==> src/rtl/approx_sum_normalizer_if.sv <==
// Handshake bundle between the approximate adder, the normalizer and the rounding stage.
interface approx_sum_normalizer_if #(
  parameter int unsigned W  = 11,
  parameter int unsigned EW = 8
) ();
  logic          in_valid;
  logic          in_ready;
  logic [W:0]    sum;
  logic [EW-1:0] exp_in;
  logic          out_valid;
  logic          out_ready;
  logic [W:0]    mant_out;
  logic [EW-1:0] exp_out;
  logic          zero;
  logic          unf;
  logic          ovf;

  modport master (
    output in_valid, sum, exp_in, out_ready,
    input  in_ready, out_valid, mant_out, exp_out, zero, unf, ovf
  );

  modport slave (
    input  in_valid, sum, exp_in, out_ready,
    output in_ready, out_valid, mant_out, exp_out, zero, unf, ovf
  );
endinterface

==> src/rtl/approx_sum_normalizer.sv <==
// Post-add normalizer: moves the leading one to bit W-1 and adjusts the exponent.
// Define NORM_LZD_EN for the single-cycle leading-zero-count shifter.
module approx_sum_normalizer #(
  parameter int unsigned W  = 11,
  parameter int unsigned EW = 8
) (
  input logic                   clk,
  input logic                   rst,
  approx_sum_normalizer_if.slave bus_io
);

  typedef enum logic [1:0] {StIdle, StShift, StOut} state_e;

  state_e        state_q, state_d;
  logic [W:0]    m_q, m_d;
  logic [EW-1:0] e_q, e_d;
  logic          zero_q, zero_d;
  logic          unf_q, unf_d;
  logic          ovf_q, ovf_d;

`ifdef NORM_LZD_EN
  int unsigned lz;
  int unsigned sh;

  // Leading-zero count of m[W-1:0]; shift is clamped by the exponent.
  always_comb begin
    lz = W;
    for (int i = 0; i < int'(W); i++) begin
      if (m_q[i]) lz = W - 1 - unsigned'(i);
    end
    sh = (lz > 32'(e_q)) ? 32'(e_q) : lz;
  end
`endif

  always_comb begin
    state_d = state_q;
    m_d     = m_q;
    e_d     = e_q;
    zero_d  = zero_q;
    unf_d   = unf_q;
    ovf_d   = ovf_q;
    unique case (state_q)
      StIdle: begin
        if (bus_io.in_valid) begin
          m_d     = bus_io.sum;
          e_d     = bus_io.exp_in;
          zero_d  = 1'b0;
          unf_d   = 1'b0;
          ovf_d   = 1'b0;
          state_d = StShift;
        end
      end
      StShift: begin
        if (m_q[W]) begin
          m_d = m_q >> 1;
          if (e_q == '1) ovf_d = 1'b1;
          else           e_d   = e_q + EW'(1);
          state_d = StOut;
        end else if (m_q == '0) begin
          zero_d  = 1'b1;
          e_d     = '0;
          state_d = StOut;
`ifdef NORM_LZD_EN
        end else begin
          m_d     = m_q << sh;
          e_d     = e_q - EW'(sh);
          unf_d   = (lz > 32'(e_q));
          state_d = StOut;
        end
`else
        end else if (m_q[W-1]) begin
          state_d = StOut;
        end else if (e_q == '0) begin
          unf_d   = 1'b1;
          state_d = StOut;
        end else begin
          m_d = m_q << 1;
          e_d = e_q - EW'(1);
        end
`endif
      end
      StOut: begin
        if (bus_io.out_ready) state_d = StIdle;
      end
      default: state_d = StIdle;
    endcase
  end

  always_ff @(posedge clk or posedge rst) begin
    if (rst) begin
      state_q <= StIdle;
      m_q     <= '0;
      e_q     <= '0;
      zero_q  <= 1'b0;
      unf_q   <= 1'b0;
      ovf_q   <= 1'b0;
    end else begin
      state_q <= state_d;
      m_q     <= m_d;
      e_q     <= e_d;
      zero_q  <= zero_d;
      unf_q   <= unf_d;
      ovf_q   <= ovf_d;
    end
  end

  assign bus_io.in_ready  = (state_q == StIdle);
  assign bus_io.out_valid = (state_q == StOut);
  assign bus_io.mant_out  = m_q;
  assign bus_io.exp_out   = e_q;
  assign bus_io.zero      = zero_q;
  assign bus_io.unf       = unf_q;
  assign bus_io.ovf       = ovf_q;

endmodule

==> src/flat_wrapper.sv <==
// flat-port wrapper written by rule: the top's interface ports become plain ports
module approx_sum_normalizer_flat 
#(
  parameter int unsigned W  = 11,
  parameter int unsigned EW = 8
)
  (clk, rst, bus_io_in_valid, bus_io_sum, bus_io_exp_in, bus_io_out_ready, bus_io_in_ready, bus_io_out_valid, bus_io_mant_out, bus_io_exp_out, bus_io_zero, bus_io_unf, bus_io_ovf);
  approx_sum_normalizer_if #(.W(W), .EW(EW)) bus_io_i ();
  input logic clk;
  input logic rst;
  input wire logic [$bits(bus_io_i.in_valid)-1:0] bus_io_in_valid;
  input wire logic [$bits(bus_io_i.sum)-1:0] bus_io_sum;
  input wire logic [$bits(bus_io_i.exp_in)-1:0] bus_io_exp_in;
  input wire logic [$bits(bus_io_i.out_ready)-1:0] bus_io_out_ready;
  output wire logic [$bits(bus_io_i.in_ready)-1:0] bus_io_in_ready;
  output wire logic [$bits(bus_io_i.out_valid)-1:0] bus_io_out_valid;
  output wire logic [$bits(bus_io_i.mant_out)-1:0] bus_io_mant_out;
  output wire logic [$bits(bus_io_i.exp_out)-1:0] bus_io_exp_out;
  output wire logic [$bits(bus_io_i.zero)-1:0] bus_io_zero;
  output wire logic [$bits(bus_io_i.unf)-1:0] bus_io_unf;
  output wire logic [$bits(bus_io_i.ovf)-1:0] bus_io_ovf;
  assign bus_io_i.in_valid = bus_io_in_valid;
  assign bus_io_i.sum = bus_io_sum;
  assign bus_io_i.exp_in = bus_io_exp_in;
  assign bus_io_i.out_ready = bus_io_out_ready;
  assign bus_io_in_ready = bus_io_i.in_ready;
  assign bus_io_out_valid = bus_io_i.out_valid;
  assign bus_io_mant_out = bus_io_i.mant_out;
  assign bus_io_exp_out = bus_io_i.exp_out;
  assign bus_io_zero = bus_io_i.zero;
  assign bus_io_unf = bus_io_i.unf;
  assign bus_io_ovf = bus_io_i.ovf;
  approx_sum_normalizer #(.W(W), .EW(EW)) u_core (.clk(clk), .rst(rst), .bus_io(bus_io_i));
endmodule
==> config.mk <==
export PLATFORM = sky130hd
export DESIGN_NAME = approx_sum_normalizer_flat
export DESIGN_NICKNAME = d
export VERILOG_FILES = /design/src/rtl/approx_sum_normalizer_if.sv /design/src/rtl/approx_sum_normalizer.sv /design/src/flat_wrapper.sv
export SDC_FILE = /design/constraint.sdc
export NUM_CORES = 1
export LEC_CHECK = 0
export ABC_CLOCK_PERIOD_IN_PS = 6000
export BUFFER_PORTS_ARGS = -buffer_cell sky130_fd_sc_hd__buf_2
export CAP_MARGIN = 20
export CORE_UTILIZATION = 55
export CTS_CLUSTER_SIZE = 12
export DETAILED_ROUTE_END_ITERATION = 8
export PLACE_DENSITY = 0.8
export REMOVE_ABC_BUFFERS = 1
export SYNTH_ARGS = -nofsm -noshare
export SYNTH_HDL_FRONTEND = slang
export SYNTH_SLANG_ARGS = --single-unit
==> constraint.sdc <==
create_clock -name clk -period 6 [get_ports clk]
set_clock_uncertainty 0.1 [all_clocks]
set_input_delay 1.2 -clock clk [delete_from_list [all_inputs] [get_ports clk]]
set_output_delay 1.2 -clock clk [all_outputs]
set_load 0.005 [all_outputs]
After elaboration in Yosys (flattened, before gate mapping) --
Cells that the tools add are included.
Operators by class: add/sub/neg operators 2, multipliers 0, div/mod/pow operators 0, magnitude comparators 0, equality and inequality tests 19, shift operators 0, mux-type cells 32, bitwise logic cells 0, reduce and logical (&&, ||, !) cells 12
Operator list (number):
- $mux W12 | 4
- $mux W8 | 6
- $pmux W12 S2 | 1
- $pmux W8 S2 | 1
- $logic_not A12 Y1 | 1
- $mux W2 | 6
- $mux W11 | 1
- $ne A2 B2 Y1 const B | 5
- $reduce_and A5 Y1 | 2
- $mux W1 | 9
- $ne A3 B2 Y1 const B | 3
- $add A8 B1 Y8 const B | 1
- $eq A8 B8 Y1 const B | 1
- $logic_not A8 Y1 | 1
- $ne A2 B1 Y1 const B | 4
- $reduce_and A4 Y1 | 2
- $sub A8 B1 Y8 const B | 1
- $pmux W1 S2 | 3
- $pmux W2 S3 | 1
- $reduce_and A3 Y1 | 2
- $reduce_and A6 Y1 | 1
- $ne A5 B1 Y1 const B | 1
- $ne A4 B2 Y1 const B | 1
- $ne A4 B3 Y1 const B | 1
- 6 further kinds | 6
Word-level totals: flip-flop bits (word level) 25, latch bits 0, bits in writable memories 0, bits in read-only memories 0, bits of input ports 24, logic and storage cells 73, memories kept 0

Depth between registers and ports, before layout --
Gate-level depths: netlist (run 1).
depth after elaboration 6, mapped depth 9

Least setup slack after synthesis (run 1) --
Ideal clock, no wire load.
path kind input to register, from input port bus_io_in_valid, to register u_core.m_q[1] (netlist: u_core.bus_io.mant_out[1]), data arrival time 2.093 ns, data required time 5.775 ns, setup slack 3.682 ns, stages 4, path buffers 0, path through nor2b_1 -> a31oi_1 -> nor2_2 -> mux2_2
On the way: word-level cells in the longest chain between the ends 2
Ends and longest elaborated chain:
- from (decl) | RTL line flat_wrapper.sv:11 | input wire logic [$bits(bus_io_i.in_valid)-1:0] bus_io_in_valid;
- $ne A2 B2 Y1 (no source line)
- $reduce_and A5 Y1 (no source line)
- to (signal assigned) | RTL line approx_sum_normalizer.sv:99 | m_q <= m_d;
- to (decl) | RTL line approx_sum_normalizer.sv:15 | logic [W:0] m_q, m_d;
Every way passes these cells. A chain may end at the register's enable or synchronous reset.

Final worst setup path (run 1) --
from register u_core.e_q[0] (netlist: u_core.bus_io.exp_out[0]), to register u_core.m_q[3] (netlist: u_core.bus_io.mant_out[3])
On the way: word-level cells in the longest chain between the ends 3
Ends and longest elaborated chain:
- from (decl) | RTL line approx_sum_normalizer.sv:16 | logic [EW-1:0] e_q, e_d;
- from (signal assigned) | RTL line approx_sum_normalizer.sv:93 | e_q <= '0;
- from (signal assigned) | RTL line approx_sum_normalizer.sv:100 | e_q <= e_d;
- $logic_not A8 Y1 | RTL line approx_sum_normalizer.sv:73 | end else if (e_q == '0) begin
- $ne A3 B2 Y1 (no source line)
- $reduce_and A5 Y1 (no source line)
Every way passes these cells.

==> results.md, run 1 <==
* Share of cells above drive strength 1 at 29.51%
* DRC violations left at 0
* Hold EP: u_core.bus_io.zero
* Cell family with most CP delay: simple AND/OR/NAND/NOR gates
* GRT Overall Usage at 26.90%
* GR Overflow Total at 0
* Vias in the first global route at 1,527
* Hold_sp: u_core.bus_io.zero
* DRT Pass-1 Iters at 4
* CP Launch Type: flop
* Hold_buf cts at 0
* CP max stage delay at 590 ps
* Fmax at 392.5 MHz
* Minimum clock period at 2548 ps
* Most frequent cells in the layout: buf_2 (48), dfrtp_1 (25), nor2_1 (16)
* R2R cell count at 7
* Synth top area share at 32.77%
* DP Cell Count at 286
* Total number of vias at 1,795
* RR Startpoint: u_core.bus_io.exp_out[0]
* CP cell instances: inv_1 > ha_1 > nor4b_2 > a22oi_1 > a31oi_1 > nor2_2 > mux2_2
* ANT nets after route at 0
* WP data required at 6140 ps
* Final instance area at 2126 um2
* Post-route core utilization at 63.70%
* Kind of critical path: flop to flop
* Drt total wl at 4623 um
* Dpl cell area at 2098 um2
* Worst Path Buf+Inv at 1
* Arrival @ worst endpoint at 2690 ps
* Postcts setup bufs at 0
* Clock Sinks at 25
* Maxcap violations at 0
* Post-synth ARST share at 100.0%
* Synth Area per Inst at 9.224 um2
* Distinct cells, synth at 58
* R2R Setup Slk at 3450 ps
* Die Span Y at 60.92 um
* Final setup viols at 0
* Initial Utilization at 57.22%
* Fin crit share at 42.47%
* Fin. Hold Viols at 0
* CTS buffer count at 3
* Routability-driven placement congestion ratio at 0.8821
* Area leader, netlist: dfrtp_1
* RR Endpoint: u_core.bus_io.mant_out[3]
* Rows at 21
* WL/cell at 15.94 um
* Final non-filler cell total at 290
* CTS resizes at 0
* FF+latch count, synth at 25
* Critical-path cell with the highest stage delay: dfrtp_1
* Worst slew margin at 36.28%
* Full die area at 3711 um2
* DP HPWL at 3228 um
* CTS Root Cell: clkbuf_4
* Max Root-Sink Buffers at 2
* Status: completed
* Core area at 3337 um2
* Post-synthesis cell area at 1909 um2
* 1st-iter DRT viols at 139
* CTS tree: built
* CP endpoint kind: flop
* Number of synthesized flops with an enable pin at 0
* Maximum VDD drop at 248.1 uV
* Main synth FF type: dfrtp_1
* Pin count of the biggest net entering global routing at 33
* Pwr Total at 0.001117 W
* Most common cell after layout, fill and taps aside: buf_2
* Fin Setup TNS at 0 ps
* First-pass GRT wire length at 7314 um
* Hold Crit Class: flop to flop
* Least-Margin Pin Slew at 954.8 ps
* Post-synthesis cell count at 207
* Synth warnings at 0
* I/O pin cnt at 49
* Clk_lat worst skew at 340 ps
* Vias per cell at 6.190
* Port Buf Inserts at 48
* Leakage at 0.9911 nW
* Initial antenna violation count at 0
* Nets at 272
* Worst-path fanout max at 11
* Register area share after synthesis at 32.77%
* Depth of the CTS H-tree at 1
* Pwr Density at 525.3 nW/um2
* Layout Area Growth over Synthesis at 11.34%
* Hold Path Stages at 2
* Clock transition at the registers of the reported paths at 150 ps
* Ranking of synthesized cells by area: dfrtp_1 (33%), a221o_1 (4.7%), buf_6 (3.5%)
* Die W at 60.92 um
* Final Slew Violations at 0
* Unrepaired setup endpoints after global routing: no
* N_diodes at 0
## stage by stage
| step | setup WS [ps] | hold slack, ps |
|---|---|---|
| after floorplan | 3665 | 379.6 |
| after global placement | 3405 | 393.3 |
| after detailed placement | 3370 | 389.3 |
| after CTS | 3449 | 422.8 |
| after global routing | 3332 | 450.0 |
| final | 3452 | 423.1 |
## worst min-delay path, cell delays in order, from the launching register on
cell and delay (ps):
dfrtp_1 390, nand2_1 60, nand2_1 50
## final cells by class
type	instances	area [um2]
clock buffer	3	22.52
clock inverter	1	5.005
fill	320	1211
inverter	10	37.54
multi-input combinational	155	1122
sequential	25	625.6
tap	46	57.56
timing repair buffer	50	255.2
## where the power goes
| part | leakage [nW] | internal, W | switching [W] |
|---|---|---|---|
| combinational | 0.668 | 0.000308 | 0.000309 |
| clock | 0.0177 | 0.0000251 | 0.0000568 |
| sequential | 0.305 | 0.000248 | 0.000170 |
| total | 0.991 | 0.000581 | 0.000535 |
## routing by layer
layer | global-route usage, % | vias to the layer above | share of wire, %
li1 | - | 862 | -
met1 | 38.93 | 870 | 47
met2 | 42.07 | 56 | 47
met3 | 2.132 | 7 | 4.5
met4 | 10.06 | 0 | 1.7
met5 | 0 | - | 0
## flip-flops by register name, indices dropped and copies added (netlist names)
| name | count |
|---|---|
| u_core.bus_io.mant_out | 12 |
| u_core.bus_io.exp_out | 8 |
| u_core.state_q | 2 |
| u_core.bus_io.ovf | 1 |
| u_core.bus_io.unf | 1 |
| u_core.bus_io.zero | 1 |
## worst max-delay path by stage
stage,startpoint,end,slack [ps],depth (start not counted)
after global placement,bus_io_in_valid,u_core.bus_io.exp_out[1],3400,5
after floorplan,bus_io_in_valid,u_core.bus_io.exp_out[7],3670,4
after global routing,u_core.state_q[1],u_core.bus_io.mant_out[6],3330,5
final,u_core.bus_io.exp_out[0],u_core.bus_io.mant_out[3],3450,7
after detailed placement,bus_io_in_valid,u_core.bus_io.exp_out[5],3370,5
after CTS,u_core.bus_io.exp_out[2],bus_io_exp_out[2],3450,1
## cell families after synthesis
group	count (synthesis)	share of synthesized area (%)
AO/OA/AOI/OAI	56	22.35
XOR/XNOR	2	0.9176
adder cells (fa/ha/maj)	3	1.966
buffers and inverters	27	8.453
flip-flops	25	32.77
multiplexers	15	9.567
AND/OR/NAND/NOR	79	23.99
## cells in the mapped netlist (all sizes together) (5+ instances only)
cell and instances:
dfrtp 25, nor2 17, mux2 14, o21ai 14, nand2 13, buf 11, and3 10, inv 10
a221o 9, clkbuf 6, nand3 6, nor3 6, nor4 5
(Power assumes the default switching activity.)
==> run 2, diff against run 1 <==
--- a/config.mk
+++ b/config.mk
@@ -5,13 +5,14 @@
 export SDC_FILE = /design/constraint.sdc
 export NUM_CORES = 1
 export LEC_CHECK = 0
-export ABC_CLOCK_PERIOD_IN_PS = 6000
+export ABC_AREA = 1
+export ABC_CLOCK_PERIOD_IN_PS = 2600
 export BUFFER_PORTS_ARGS = -buffer_cell sky130_fd_sc_hd__buf_2
 export CAP_MARGIN = 20
-export CORE_UTILIZATION = 55
+export CORE_UTILIZATION = 53
 export CTS_CLUSTER_SIZE = 12
 export DETAILED_ROUTE_END_ITERATION = 8
-export PLACE_DENSITY = 0.8
+export PLACE_DENSITY = 0.78
 export REMOVE_ABC_BUFFERS = 1
 export SYNTH_ARGS = -nofsm -noshare
 export SYNTH_HDL_FRONTEND = slang
==> constraint.sdc (replaced) <==
create_clock -name clk -period 2.6 [get_ports clk]
set_clock_uncertainty 0.1 [all_clocks]
set_input_delay 0.52 -clock clk [delete_from_list [all_inputs] [get_ports clk]]
set_output_delay 0.52 -clock clk [all_outputs]
set_load 0.005 [all_outputs]
==> results.md, run 2 <==
* 1st-iter DRT viols at 153 (+10%)
* Final Slew Violations at 0 (unchanged)
* RR Endpoint: u_core.bus_io.mant_out[7]
* Routability-driven placement congestion ratio at 0.8640 (-2.1%)
* ANT nets after route at 0 (unchanged)
* Total number of vias at 1,937 (+7.9%)
* Distinct cells, synth at 31 (-47%)
* Vias in the first global route at 1,658 (+8.6%)
* Layout Area Growth over Synthesis at 14.06%
* Post-synthesis cell area at 1861 um2 (-2.6%)
* Maxcap violations at 0 (unchanged)
* N_diodes at 0 (unchanged)
* Unrepaired setup endpoints after global routing: no
* Synth top cells by count: nand2_1 (97), nand3_1 (39), nor2_1 (32)
* R2R Setup Slk at 590 ps (-2860 ps)
* Kind of critical path: flop to flop
* Drt total wl at 4580 um (-0.93%)
* Count leader, synth: nand2_1
* Number of synthesized flops with an enable pin at 0 (unchanged)
* Maximum VDD drop at 786.0 uV (+220%)
* Clk_lat worst skew at 320 ps (-20 ps)
* Synth top area share at 33.62% (+0.86 points)
* Rows at 21 (unchanged)
* Fin crit share at 77.31% (+35 points)
* Share of cells above drive strength 1 at 22.77% (-6.7 points)
* Register area share after synthesis at 33.62% (+0.86 points)
* Synth Area per Inst at 6.598 um2 (-28%)
* CTS buffer count at 3 (unchanged)
* Clock Sinks at 25 (unchanged)
* DRT Pass-1 Iters at 4 (unchanged)
* Arrival @ worst endpoint at 2130 ps (-560 ps)
* Main synth FF type: dfrtp_1
* Pwr Density at 1194 nW/um2 (+130%)
* Hold Crit Class: primary input to asynchronous set/reset pin
* First-pass GRT wire length at 7300 um (-0.19%)
* Status: completed
* CTS Root Cell: clkbuf_4
* CTS tree: built
* Worst-path fanout max at 14 (+3)
* Initial Utilization at 55.76% (-1.5 points)
* WL/cell at 12.35 um (-23%)
* Post-route core utilization at 63.59% (-0.11 points)
* Postcts setup bufs at 0 (unchanged)
* DP HPWL at 3251 um (+0.72%)
* Post-synthesis cell count at 282 (+36%)
* GRT Overall Usage at 26.11% (-0.79 points)
* Most frequent cells in the layout: nand2_1 (97), buf_2 (48), nand3_1 (39)
* RR Startpoint: u_core.state_q[1]
* Most common cell after layout, fill and taps aside: nand2_1
* R2R cell count at 9 (+2)
* Final setup viols at 0 (unchanged)
* Core area at 3337 um2 (unchanged)
* Fmax at 497.5 MHz (+27%)
* Leakage at 1.144 nW (+15%)
* Port Buf Inserts at 48 (unchanged)
* CP endpoint kind: flop
* Post-synth ARST share at 100.0% (unchanged)
* Initial antenna violation count at 0 (unchanged)
* GR Overflow Total at 0 (unchanged)
* Minimum clock period at 2010 ps (-538.0 ps)
* Clock transition at the registers of the reported paths at 150 ps (about the same)
* Pin count of the biggest net entering global routing at 26 (-21%)
* DRC violations left at 0 (unchanged)
* Hold_buf cts at 0 (unchanged)
* I/O pin cnt at 49 (unchanged)
* Worst slew margin at 53.51% (+17 points)
* Vias per cell at 5.221 (-16%)
* Max reg flops at 12 (unchanged)
* CTS resizes at 0 (unchanged)
* Fin Setup TNS at 0 ps (unchanged)
* Die W at 61.25 um (+0.54%)
* CP Launch Type: flop
* Full die area at 3752 um2 (+1.1%)
* Depth of the CTS H-tree at 1 (unchanged)
* Synth warnings at 0 (unchanged)
* Fin. Hold Viols at 0 (unchanged)
* Nets at 353 (+30%)
* FILL cells at 338 (+5.6%)
* Max Root-Sink Buffers at 2 (unchanged)
* Die Span Y at 61.25 um (+0.54%)
* Ranking of synthesized cells by area: dfrtp_1 (34%), nand2_1 (20%), nand3_1 (10%)
* FF+latch count, synth at 25 (unchanged)
* Least-Margin Pin Slew at 693.5 ps (-261.2 ps)
* Area leader, netlist: dfrtp_1
* WP data required at 2720 ps (-3420 ps)
==> run 2: report_power, final <==
part           internal (W)  leakage [nW]  switching [W]
clock network     0.0000601        0.0150       0.000121
registers          0.000566         0.313       0.000280
logic              0.000589         0.816       0.000916
==> run 2: logic make-up after synthesis <==
group / after synthesis / synth area share [%]
fa+ha+maj: 3 / 2.018
flops: 25 / 33.62
simple gates: 188 / 43.85
xor+xnor: 1 / 0.4708
compound gates: 32 / 10.83
buf+inv: 33 / 9.212
==> run 2: critical path: stages, from the launching register on <==
cell	delay (ps)
dfrtp_1	410
inv_2	80
nand2_1	240
buf_4	280
inv_2	230
nand2_1	120
nand2_1	140
nand2_2	170
nand2_1	110
nand2_1	50
==> run 2: how the worst max path moves through the flow <==
stage | slack, ps | startpoint | end | depth (start not counted)
3_3_place_gp | 600 | u_core.state_q[1] | u_core.bus_io.mant_out[0] | 9
2_1_floorplan | 480 | u_core.state_q[1] | u_core.bus_io.exp_out[0] | 10
4_1_cts | 580 | u_core.state_q[1] | u_core.bus_io.mant_out[10] | 9
5_1_grt | 410 | u_core.state_q[1] | u_core.bus_io.mant_out[0] | 9
3_5_place_dp | 600 | u_core.state_q[1] | u_core.bus_io.mant_out[10] | 9
6_report | 590 | u_core.state_q[1] | u_core.bus_io.mant_out[7] | 9
==> run 2: cell type report <==
cell class / count / area, um2 / area share [%]
clock buffers: 4 / 26.28 / 1.238
inverters: 19 / 71.32 / 3.361
multi-input cells: 224 / 1064 / 50.12
flip-flops and latches: 25 / 625.6 / 29.48
well taps: 46 / 57.56 / 2.712
repair buffers: 53 / 277.8 / 13.09
==> run 2: through the flow <==
step / power, W / cells / hold slack, ps / setup WS, ps / instance area [um2]
floorplan: 0.001835 / 268 / 387.4 / 478.8 / 1760
global placement: 0.002325 / 367 / 373.0 / 603.1 / 2096
detailed placement: 0.002347 / 367 / 379.0 / 598.1 / 2096
CTS: 0.002527 / 371 / 128.8 / 581.7 / 2122
global route: 0.002815 / 371 / 161.3 / 405.5 / 2122
finish: 0.002533 / 371 / 118.7 / 589.9 / 2122
==> run 2: metal layers <==
metal	track usage, %	wire [um]	vias up
met3	2.521	182	4
li1	-	-	999
met2	43.63	2106	44
met1	35.94	2258	890
met4	7.792	34	0
met5	0	0	-
